<file path="config.mk">
export PLATFORM = sky130hd
export DESIGN_NAME = compress_seq
export DESIGN_NICKNAME = d
export VERILOG_FILES = /design/src/rtl/compress_pkg.sv /design/src/rtl/compress_dict_cnt.sv /design/src/rtl/compress_seq.sv
export SDC_FILE = /design/constraint.sdc
export NUM_CORES = 1
export LEC_CHECK = 0
export BUFFER_PORTS_ARGS = -buffer_cell sky130_fd_sc_hd__buf_4
export CAP_MARGIN = 15
export CORE_ASPECT_RATIO = 1.5
export CORE_MARGIN = 1.5
export CORE_UTILIZATION = 54
export CTS_CLUSTER_DIAMETER = 50
export DETAILED_ROUTE_END_ITERATION = 10
export GPL_TIMING_DRIVEN = 0
export PLACE_DENSITY = 0.78
export SYNTH_ARGS = -nofsm -noshare
export SYNTH_HDL_FRONTEND = slang
export SYNTH_SLANG_ARGS = --single-unit
</file>
<file path="constraint.sdc">
create_clock -name clk -period 2.55 [get_ports clk]
set_input_delay 0.255 -clock clk [delete_from_list [all_inputs] [get_ports clk]]
set_output_delay 0.255 -clock clk [all_outputs]
set_load 0.05 [all_outputs]
</file>
<file path="src/rtl/compress_pkg.sv">
// Shared types and control-code constants for the stream-compression sequencer.
package compress_pkg;

    localparam int FIRST_FREE_DEF = 257;

    typedef enum logic [3:0] {
        S_IDLE,
        S_LOAD,
        S_HASH,
        S_PROBE,
        S_EMIT,
        S_INSERT,
        S_CLEAR,
        S_FLUSH,
        S_DONE
    } state_t;

    localparam logic [6:0] C_IDLE   = 7'h00;
    localparam logic [6:0] C_FIRST  = 7'h01;
    localparam logic [6:0] C_LOAD   = 7'h02;
    localparam logic [6:0] C_HASH   = 7'h03;
    localparam logic [6:0] C_PROBE  = 7'h04;
    localparam logic [6:0] C_EMIT   = 7'h05;
    localparam logic [6:0] C_INSERT = 7'h06;
    localparam logic [6:0] C_CLEAR  = 7'h07;
    localparam logic [6:0] C_FLUSH  = 7'h08;

    // The first symbol of a block seeds the prefix register instead of extending it.
    function automatic logic [6:0] code_of(input state_t s, input logic first);
        logic [6:0] c;
        c = C_IDLE;
        case (s)
            S_LOAD:   c = first ? C_FIRST : C_LOAD;
            S_HASH:   c = C_HASH;
            S_PROBE:  c = C_PROBE;
            S_EMIT:   c = C_EMIT;
            S_INSERT: c = C_INSERT;
            S_CLEAR:  c = C_CLEAR;
            S_FLUSH:  c = C_FLUSH;
            default:  c = C_IDLE;
        endcase
        return c;
    endfunction

endpackage

</file>
<file path="src/rtl/compress_dict_cnt.sv">
// Next-free dictionary index: saturating increment, clear back to the first free entry.
module compress_dict_cnt
    import compress_pkg::*;
#(
    parameter int DICT_W     = 12,
    parameter int FIRST_FREE = FIRST_FREE_DEF
) (
    input  logic              clk,
    input  logic              rst_n,
    input  logic              inc,
    input  logic              clr,
    output logic [DICT_W-1:0] cnt,
    output logic              at_max
);

    assign at_max = &cnt;

    always_ff @(posedge clk or negedge rst_n) begin
        if (!rst_n) begin
            cnt <= DICT_W'(FIRST_FREE);
        end else if (clr) begin
            cnt <= DICT_W'(FIRST_FREE);
        end else if (inc && !at_max) begin
            cnt <= cnt + DICT_W'(1);
        end
    end

endmodule

</file>
<file path="src/rtl/compress_seq.sv">
// Per-symbol sequencer: load, hash, probe, emit, insert; drives the datapath control code.
module compress_seq
    import compress_pkg::*;
#(
    parameter int CODE_W     = 7,
    parameter int DICT_W     = 12,
    parameter int FIRST_FREE = FIRST_FREE_DEF,
    parameter int PROBE_MAX  = 4
) (
    input  logic              clk,
    input  logic              rst_n,
    input  logic              start,
    input  logic              in_valid,
    input  logic              in_last,
    output logic              in_ready,
    input  logic              lk_done,
    input  logic              lk_hit,
    output logic              out_valid,
    input  logic              out_ready,
    output logic [CODE_W-1:0] ctl_code,
    output logic [DICT_W-1:0] dict_cnt,
    output logic              busy,
    output logic              done
);

    state_t     state, nxt;
    logic [3:0] probe_cnt, probe_nxt;
    logic       last_q, last_nxt;
    logic       first_q, first_nxt;
    logic       cnt_inc, cnt_clr, at_max;
    logic       in_acc, out_acc;

    assign in_acc  = in_valid & in_ready;
    assign out_acc = out_valid & out_ready;

    compress_dict_cnt #(
        .DICT_W    (DICT_W),
        .FIRST_FREE(FIRST_FREE)
    ) u_dict_cnt (
        .clk   (clk),
        .rst_n (rst_n),
        .inc   (cnt_inc),
        .clr   (cnt_clr),
        .cnt   (dict_cnt),
        .at_max(at_max)
    );

    always_comb begin
        nxt       = state;
        probe_nxt = probe_cnt;
        last_nxt  = last_q;
        first_nxt = first_q;
        cnt_inc   = 1'b0;
        cnt_clr   = 1'b0;
        case (state)
            S_IDLE: begin
                if (start) begin
                    nxt       = S_LOAD;
                    first_nxt = 1'b1;
                    last_nxt  = 1'b0;
                end
            end
            S_LOAD: begin
                if (in_acc) begin
                    nxt       = S_HASH;
                    last_nxt  = in_last;
                    first_nxt = 1'b0;
                end
            end
            S_HASH: begin
                nxt       = S_PROBE;
                probe_nxt = 4'd0;
            end
            S_PROBE: begin
                if (lk_done) begin
                    if (lk_hit) begin
                        nxt = last_q ? S_FLUSH : S_LOAD;
                    end else begin
                        probe_nxt = probe_cnt + 4'd1;
                        if (probe_cnt + 4'd1 == 4'(PROBE_MAX)) begin
                            nxt = S_EMIT;
                        end
                    end
                end
            end
            S_EMIT: begin
                if (out_acc) begin
                    nxt = S_INSERT;
                end
            end
            S_INSERT: begin
                // A full dictionary is not wrapped; it is flushed with an explicit clear code.
                if (at_max) begin
                    nxt = S_CLEAR;
                end else begin
                    cnt_inc = 1'b1;
                    nxt     = last_q ? S_FLUSH : S_LOAD;
                end
            end
            S_CLEAR: begin
                if (out_acc) begin
                    cnt_clr = 1'b1;
                    nxt     = last_q ? S_FLUSH : S_LOAD;
                end
            end
            S_FLUSH: begin
                if (out_acc) begin
                    nxt = S_DONE;
                end
            end
            S_DONE: begin
                nxt = S_IDLE;
            end
            default: begin
                nxt = S_IDLE;
            end
        endcase
    end

    // Outputs are registered from the next state so they line up with the state they describe.
    always_ff @(posedge clk or negedge rst_n) begin
        if (!rst_n) begin
            state     <= S_IDLE;
            probe_cnt <= 4'd0;
            last_q    <= 1'b0;
            first_q   <= 1'b0;
            in_ready  <= 1'b0;
            out_valid <= 1'b0;
            busy      <= 1'b0;
            done      <= 1'b0;
            ctl_code  <= CODE_W'(C_IDLE);
        end else begin
            state     <= nxt;
            probe_cnt <= probe_nxt;
            last_q    <= last_nxt;
            first_q   <= first_nxt;
            in_ready  <= (nxt == S_LOAD);
            out_valid <= (nxt == S_EMIT) || (nxt == S_CLEAR) || (nxt == S_FLUSH);
            busy      <= (nxt != S_IDLE);
            done      <= (nxt == S_DONE);
            ctl_code  <= CODE_W'(code_of(nxt, first_nxt));
        end
    end

endmodule

</file>
==> metrics.md, run 1 <==
| Metric | Value |
|---|---|
| RePlAce Congestion | 0.907 |
| Area contributors post-synth | dfrtp_1, xnor2_1, nor2_1 |
| Die Area | 0.00339 sq mm |
| First DRT Iteration DRCs | 32 |
| Post-synth top flop | dfrtp_1 |
| Post-synth cell types | 46 |
| Reg2reg path depth | 6 |
| CTS clock-pin slew for the worst setup and hold paths | 0.06 ns |
| Crit path cell chain | ha_1 -> nand2_1 -> or4_1 -> a21oi_2 -> o22ai_1 -> xor2_1 |
| Critical R2R Launch | u_dict_cnt.cnt[0] |
| Crit-path max cell delay | 0.59 ns |
| Final period utilization | 0.922 |
| Leading area contributor after synthesis | dfrtp_1 |
| RR Endpoint | ctl_code[2] |
| Final nets | 221 |
| H-tree depth | 2 |
| Filler cell count | 248 |
| CP Capture Point | ctl_code[2] |
| Final routed DRC violation total | 0 |
| Total grt overflow | 0 |
| Worst-path fanout max | 6 |
| Clk buf depth | 2 |
| Normalized max-slew margin | 0.486 |
| WP depth | 6 |
| Total wire length | 3.62 mm |
| Die Ht | 70.6 um |
| Root Driver | clkbuf_8 |
| Pre-antenna DRT Iters | 4 |
| Initial antenna violation count | 0 |
| Slew Viols, Final | 0 |
| DR vias/cell | 5.81 |
| Core box area | 0.00291 sq mm |
| Worst path slowest cell | or4_1 |
| RSZ-0062 raised after global routing | no |
| Routed length per instance | 14.4 um |
| Crit Path Category | reg -> reg |
| Worst Hold Class | in -> reg |
| CP endpoint kind | flip-flop |
| Final antenna diode count | 0 |
| Largest net degree at the start of global routing | 31 |
| HPWL after detailed placement | 2.74 mm |
| Horiz. Die Dim | 48.0 um |
| Vias | 1458 |
| Number of CTS-inserted buffers | 5 |
| # IOs | 31 |
| Share of the synthesized area in the top cell type | 0.427 |
| # setup viols final | 0 |
| Worst EP required | 2.70 ns |
| Ratio of cells with drive above 1 in the final layout | 0.241 |
| MaxCap Viol Count | 0 |
| Worst slew pin tran | 0.764 ns |
| Family with the most delay on the worst path | simple AND/OR/NAND/NOR gates |
| Ys async rst share | 1.00 |
| Power Dens Cells | 1460 mW/mm^2 |
| Placed Cells | 242 |
| Synth Instances | 174 |
| Worst vdd ir | 836 uV |
| Synthesized cell area | 0.00164 sq mm |
| Setup TNS | 0 ns |
| Gr usage total | 0.244 |
| Clock Sinks | 30 |
| Final Hold Violating Endpoints | 0 |
| Status | finished clean |
| Area growth, synth to finish | 22.2% |
| Routed Antenna Nets | 0 |
| Fin cells | 251 |
| Syn_area_per_cell | 9.44 sq um |
| Seq cells post-synth | 30 |
| Wire length of the first global-routing pass | 5.97 mm |
| Clk_lat worst skew | 0.28 ns |
| F_max | 425 MHz |
| Syn. warnings | 0 |
| Skew final | 0.00127 ns |
| Post-synthesis sequential area ratio | 0.458 |
| Buffers on Ports | 27 |
| Site Rows | 24 |
| FF-to-FF setup slack | 0.20 ns |
| Critical path launch point | u_dict_cnt.cnt[0] |
| Worst EP arrival | 2.50 ns |
| Leak | 0.882 nW |
| WP buf/inv | 0 |
| CTS tree | done |
| Period minus WS final | 2.35 ns |
| EDFF count, synth | 0 |
| Initial core utilization | 0.564 |
| Vias in the first global route | 1431 |
| Worst Setup Start Kind | flip-flop |
==> worst min-delay path by stage <==
stage                        end    start  cells past startpoint  slack, ns
3_5_place_dp   u_dict_cnt.cnt[1]    rst_n                      1       0.20
6_report                  last_q  in_last                      3       0.23
4_1_cts                   last_q  in_last                      3       0.23
2_1_floorplan               busy    rst_n                      0      -0.04
5_1_grt                   last_q  in_last                      3       0.24
3_3_place_gp   u_dict_cnt.cnt[2]    rst_n                      1       0.19
==> layout make-up <==
type	instances	area, sq um	area share
multi-input combinational	130	820	0.408
sequential	30	753	0.375
tap	39	48.8	0.0243
clock buffer	7	86.3	0.0430
clock inverter	1	5.00	0.00249
buffer	9	55.1	0.0274
inverter	7	26.3	0.0131
timing repair buffer	28	213	0.106
==> cell usage after synthesis (all sizes together) (3+ instances only) <==
master / count
inv: 7
or3: 3
nand4: 5
nor2: 18
dfrtp: 28
nor4: 5
a21oi: 6
nand2b: 6
nor3: 9
xor2: 3
nand2: 16
xnor2: 9
o21ai: 6
clkbuf: 3
o211ai: 5
buf: 6
nand3: 9
==> state kept, by name, summed over array words and instances, names as in the netlist <==
| signal | flops |
|---|---|
| u_dict_cnt.cnt | 12 |
| ctl_code | 4 |
| probe_cnt | 4 |
| state | 4 |
| busy | 1 |
| done | 1 |
| first_q | 1 |
| in_ready | 1 |
| last_q | 1 |
| out_valid | 1 |
==> placed cells by master, fill, tap and decap left out, types with 6 or more instances in the layout <==
cell / instances
nor2_1: 18
nand2_1: 16
clkbuf_8: 6
inv_1: 7
nor3_1: 9
xnor2_1: 9
nand3_1: 9
o21ai_0: 6
buf_4: 30
nand2b_1: 6
dfrtp_1: 28
==> where the power goes <==
part	leakage, nW	total (W)	internal, W	switching [W]
combinational	0.481	0.00167	0.000575	0.00110
sequential	0.353	0.000869	0.000671	0.000198
clock	0.0482	0.000388	0.000217	0.000171
==> worst min-delay path: stages <==
cell and delay, ns:
buf_4 0.11, nand2_1 0.04, o22ai_1 0.06
==> metrics by stage <==
| stage | utilization | instance area, sq um | hold WS (ns) | power, W | setup slack, ns |
|---|---|---|---|---|---|
| 2_1_floorplan | - | 1650 | -0.0406 | 0.00209 | 0.179 |
| 3_3_place_gp | 0.653 | 1900 | 0.193 | 0.00248 | 0.114 |
| 3_5_place_dp | 0.653 | 1900 | 0.199 | 0.00253 | 0.0784 |
| 4_1_cts | 0.688 | 2000 | 0.232 | 0.00293 | 0.0546 |
| 5_1_grt | 0.689 | 2010 | 0.241 | 0.00313 | 0.0832 |
| 6_report | 0.689 | 2010 | 0.232 | 0.00293 | 0.198 |
==> per-layer routing <==
| metal | global-route usage | wire length [um] | vias up |
|---|---|---|---|
| li1 | - | - | 691 |
| met1 | 0.256 | 1360 | 703 |
| met2 | 0.419 | 2000 | 52 |
| met3 | 0.0561 | 142 | 12 |
| met4 | 0.126 | 115 | 0 |
| met5 | 0 | 0 | - |
==> kinds of logic (layout without fill, tap and decap cells) <==
family / count (synthesis) / in the layout / synth area share
buf+inv: 16 / 52 / 0.0495
fa+ha+maj: 2 / 2 / 0.0152
compound gates: 30 / 30 / 0.124
mux: 1 / 1 / 0.00609
other cells: 1 / 3 / 0.00228
xor+xnor: 12 / 12 / 0.0640
flops: 30 / 30 / 0.458
simple gates: 82 / 82 / 0.280
==> repair_timing <==
| action | in CTS | in global routing |
|---|---|---|
| buffers inserted | 0 | 0 |
| hold buffers | 1 | 0 |
| endpoints found under the hold margin | 28 | 0 |
| endpoints found under the setup margin | 0 | 1 |
| resized for setup | 0 | 1 |
Note: power is estimated with default switching activity, not from simulation.
==> inputs of run 2 (changes only) <==
--- a/config.mk
+++ b/config.mk
@@ -7,13 +7,15 @@
 export LEC_CHECK = 0
 export BUFFER_PORTS_ARGS = -buffer_cell sky130_fd_sc_hd__buf_4
 export CAP_MARGIN = 15
+export CELL_PAD_IN_SITES_DETAIL_PLACEMENT = 1
+export CELL_PAD_IN_SITES_GLOBAL_PLACEMENT = 1
 export CORE_ASPECT_RATIO = 1.5
 export CORE_MARGIN = 1.5
-export CORE_UTILIZATION = 54
+export CORE_UTILIZATION = 41
 export CTS_CLUSTER_DIAMETER = 50
 export DETAILED_ROUTE_END_ITERATION = 10
 export GPL_TIMING_DRIVEN = 0
-export PLACE_DENSITY = 0.78
+export PLACE_DENSITY_LB_ADDON = 0.1
 export SYNTH_ARGS = -nofsm -noshare
 export SYNTH_HDL_FRONTEND = slang
 export SYNTH_SLANG_ARGS = --single-unit
==> run 2 against run 1 <==
Effect of this change: design area grew 0.13%; power is 0.13% higher; maximum frequency increased by 0.63%; sequential cell count unchanged; die area rose by 30%; first-iteration DRC count decreased by 50%; sequential share of layout area about the same.
==> metrics.md, run 2 (synthesis gave the netlist of run 1 again) <==
| Metric | Value |
|---|---|
| Status | finished clean |
| MaxCap Viol Count | 0 (unchanged) |
| Area of the multi-input gates | 820 sq um (unchanged) |
| Normalized max-slew margin | 0.521 (+0.0353) |
| Routed Antenna Nets | 0 (unchanged) |
| Vias in the first global route | 1429 (-0.14%) |
| Fin cells | 256 (+2.0%) |
| Horiz. Die Dim | 54.7 um (+14%) |
| DP Area | 0.00191 sq mm (+0.39%) |
| Core box area | 0.00389 sq mm (+34%) |
| Power Dens Cells | 1460 mW/mm^2 (about the same) |
| Buffers on Ports | 27 (unchanged) |
| Largest net degree at the start of global routing | 31 (unchanged) |
| Sequential Area | 753 sq um (unchanged) |
| Total grt overflow | 0 (unchanged) |
| DR vias/cell | 5.53 (-4.8%) |
| H-tree depth | 2 (unchanged) |
| Largest Register | u_dict_cnt.cnt |
| Pre-antenna DRT Iters | 4 (unchanged) |
| Commonest non-fill, non-tap cell in the layout | buf_4 |
| Skew final | 0.00724 ns (+0.00597 ns) |
| Clk_lat worst skew | 0.27 ns (about the same) |
| Final routed DRC violation total | 0 (unchanged) |
| Site Rows | 28 (+17%) |
| Worst Setup Start Kind | flip-flop |
| Final antenna diode count | 0 (unchanged) |
| CTS clock-pin slew for the worst setup and hold paths | 0.06 ns (about the same) |
| CTS tree | done |
| HPWL after detailed placement | 3.09 mm (+13%) |
| Critical R2R Launch | u_dict_cnt.cnt[0] |
| Family with the most delay on the worst path | compound AO/OA/AOI/OAI gates |
| Slew Viols, Final | 0 (unchanged) |
| Setup TNS | 0 ns (unchanged) |
| # IOs | 31 (unchanged) |
| Clk buf depth | 2 (unchanged) |
| Worst EP required | 2.70 ns (about the same) |
| Worst vdd ir | 708 uV (-15%) |
| Postcts setup bufs | 0 (unchanged) |
| Commonest cells after routing, fill and taps aside | buf_4, dfrtp_1, nor2_1, nand2_1 |
| WP depth | 7 (+1) |
| Total wire length | 4.02 mm (+11%) |
| Final period utilization | 0.917 (-0.00581) |
| F_max | 428 MHz (+0.63%) |
| Worst Hold Class | in -> reg |
| Final nets | 221 (unchanged) |
| CP Capture Point | u_dict_cnt.cnt[7] |
| CP endpoint kind | flip-flop |
| Final Power | 0.00293 W (+0.13%) |
| Crit-path max cell delay | 0.64 ns (+0.05 ns) |
| Crit Path Category | reg -> reg |
| Initial antenna violation count | 0 (unchanged) |
| Final Hold Violating Endpoints | 0 (unchanged) |
| Worst-path fanout max | 10 (+4) |
| WP buf/inv | 1 (+1) |
| Worst path slowest cell | o41ai_2 |
| Root Driver | clkbuf_8 |
| Hold WS | 0.244 ns (+0.0126 ns) |
| Crit path cell chain | ha_1 -> nand2_1 -> o41ai_2 -> buf_2 -> nor3_1 -> xnor2_1 -> nor2_1 |
| # setup viols final | 0 (unchanged) |
| Routed length per instance | 15.7 um (+8.9%) |
| Placed Cells | 248 (+2.5%) |
| Worst slew pin tran | 0.712 ns (-0.0524 ns) |
| Max reg flops | 12 (unchanged) |
| Worst EP arrival | 2.48 ns (-0.02 ns) |
| Wire length of the first global-routing pass | 6.58 mm (+10%) |
| Ratio of cells with drive above 1 in the final layout | 0.237 (-0.00360) |
| RSZ-0062 raised after global routing | no |
| Initial core utilization | 0.422 (-0.142) |
| RR Endpoint | u_dict_cnt.cnt[7] |
| Filler cell count | 483 (+95%) |
| RePlAce Congestion | 0.799 (-12%) |
| FF-to-FF setup slack | 0.21 ns (about the same) |
| Die Ht | 80.5 um (+14%) |
| Leak | 0.878 nW (-0.44%) |
| First DRT Iteration DRCs | 16 (-50%) |
| Period minus WS final | 2.34 ns (-0.0148 ns) |
| Final instance area | 0.00201 sq mm (+0.13%) |
| Die Area | 0.00440 sq mm (+30%) |
| Gr usage total | 0.208 (-0.0352) |
| Hold Crit Depth | 3 (unchanged) |
| Reg2reg path depth | 7 (+1) |
| Clock Sinks | 30 (unchanged) |
| Area growth, synth to finish | 22.3% |
| Number of CTS-inserted buffers | 5 (unchanged) |
| Vias | 1415 (-2.9%) |
| Critical path launch point | u_dict_cnt.cnt[0] |
## run 2: worst register-to-register path, delay by kind of cell, from the launching register on
family	cells	cell delay [ns]
AO/OA/AOI/OAI	1	0.64
AND/OR/NAND/NOR	3	0.30
adder cells (fa/ha/maj)	1	0.19
buffers and inverters	1	0.35
flip-flops	1	0.56
XOR/XNOR	1	0.17
## run 2: area by class of cell
type,instances,area share
well taps,45,0.0280
flip-flops and latches,30,0.375
inverters,7,0.0131
clock buffers,7,0.0430
repair buffers,28,0.106
multi-input cells,130,0.408
plain buffers,9,0.0274
## run 2: power breakdown
part / internal [W] / total (W) / switching [W]
logic: 0.000576 / 0.00168 / 0.00110
clock network: 0.000214 / 0.000377 / 0.000163
registers: 0.000671 / 0.000876 / 0.000205
## run 2: per-layer routing
metal	vias to the layer above	global-route usage	wire length (um)
met5	-	0	0
met4	0	0.0875	62
met3	5	0.0353	101
met2	25	0.381	2260
met1	701	0.221	1590
li1	684	-	-
## run 2: how the worst min path moves through the flow
stage                       start                 to  slack [ns]
after global routing      in_last             last_q        0.27
after floorplan             rst_n               busy       -0.04
after global placement      rst_n  u_dict_cnt.cnt[2]        0.20
after detailed placement    rst_n  u_dict_cnt.cnt[2]        0.20
final                     in_last             last_q        0.24
after CTS                 in_last             last_q        0.24
## run 2: timing repair
item                                    CTS  global route
endpoints found under the hold margin    28             0
endpoints found under the setup margin    0             3
gates resized for setup                   0             1
hold buffers                              1             0
## run 2: stage by stage
stage          worst slack, ns   util
3_3_place_gp            0.0736  0.491
5_1_grt                 0.0141  0.517
3_5_place_dp            0.0593  0.491
4_1_cts                 0.0508  0.516
2_1_floorplan            0.179      -
6_report                 0.213  0.517
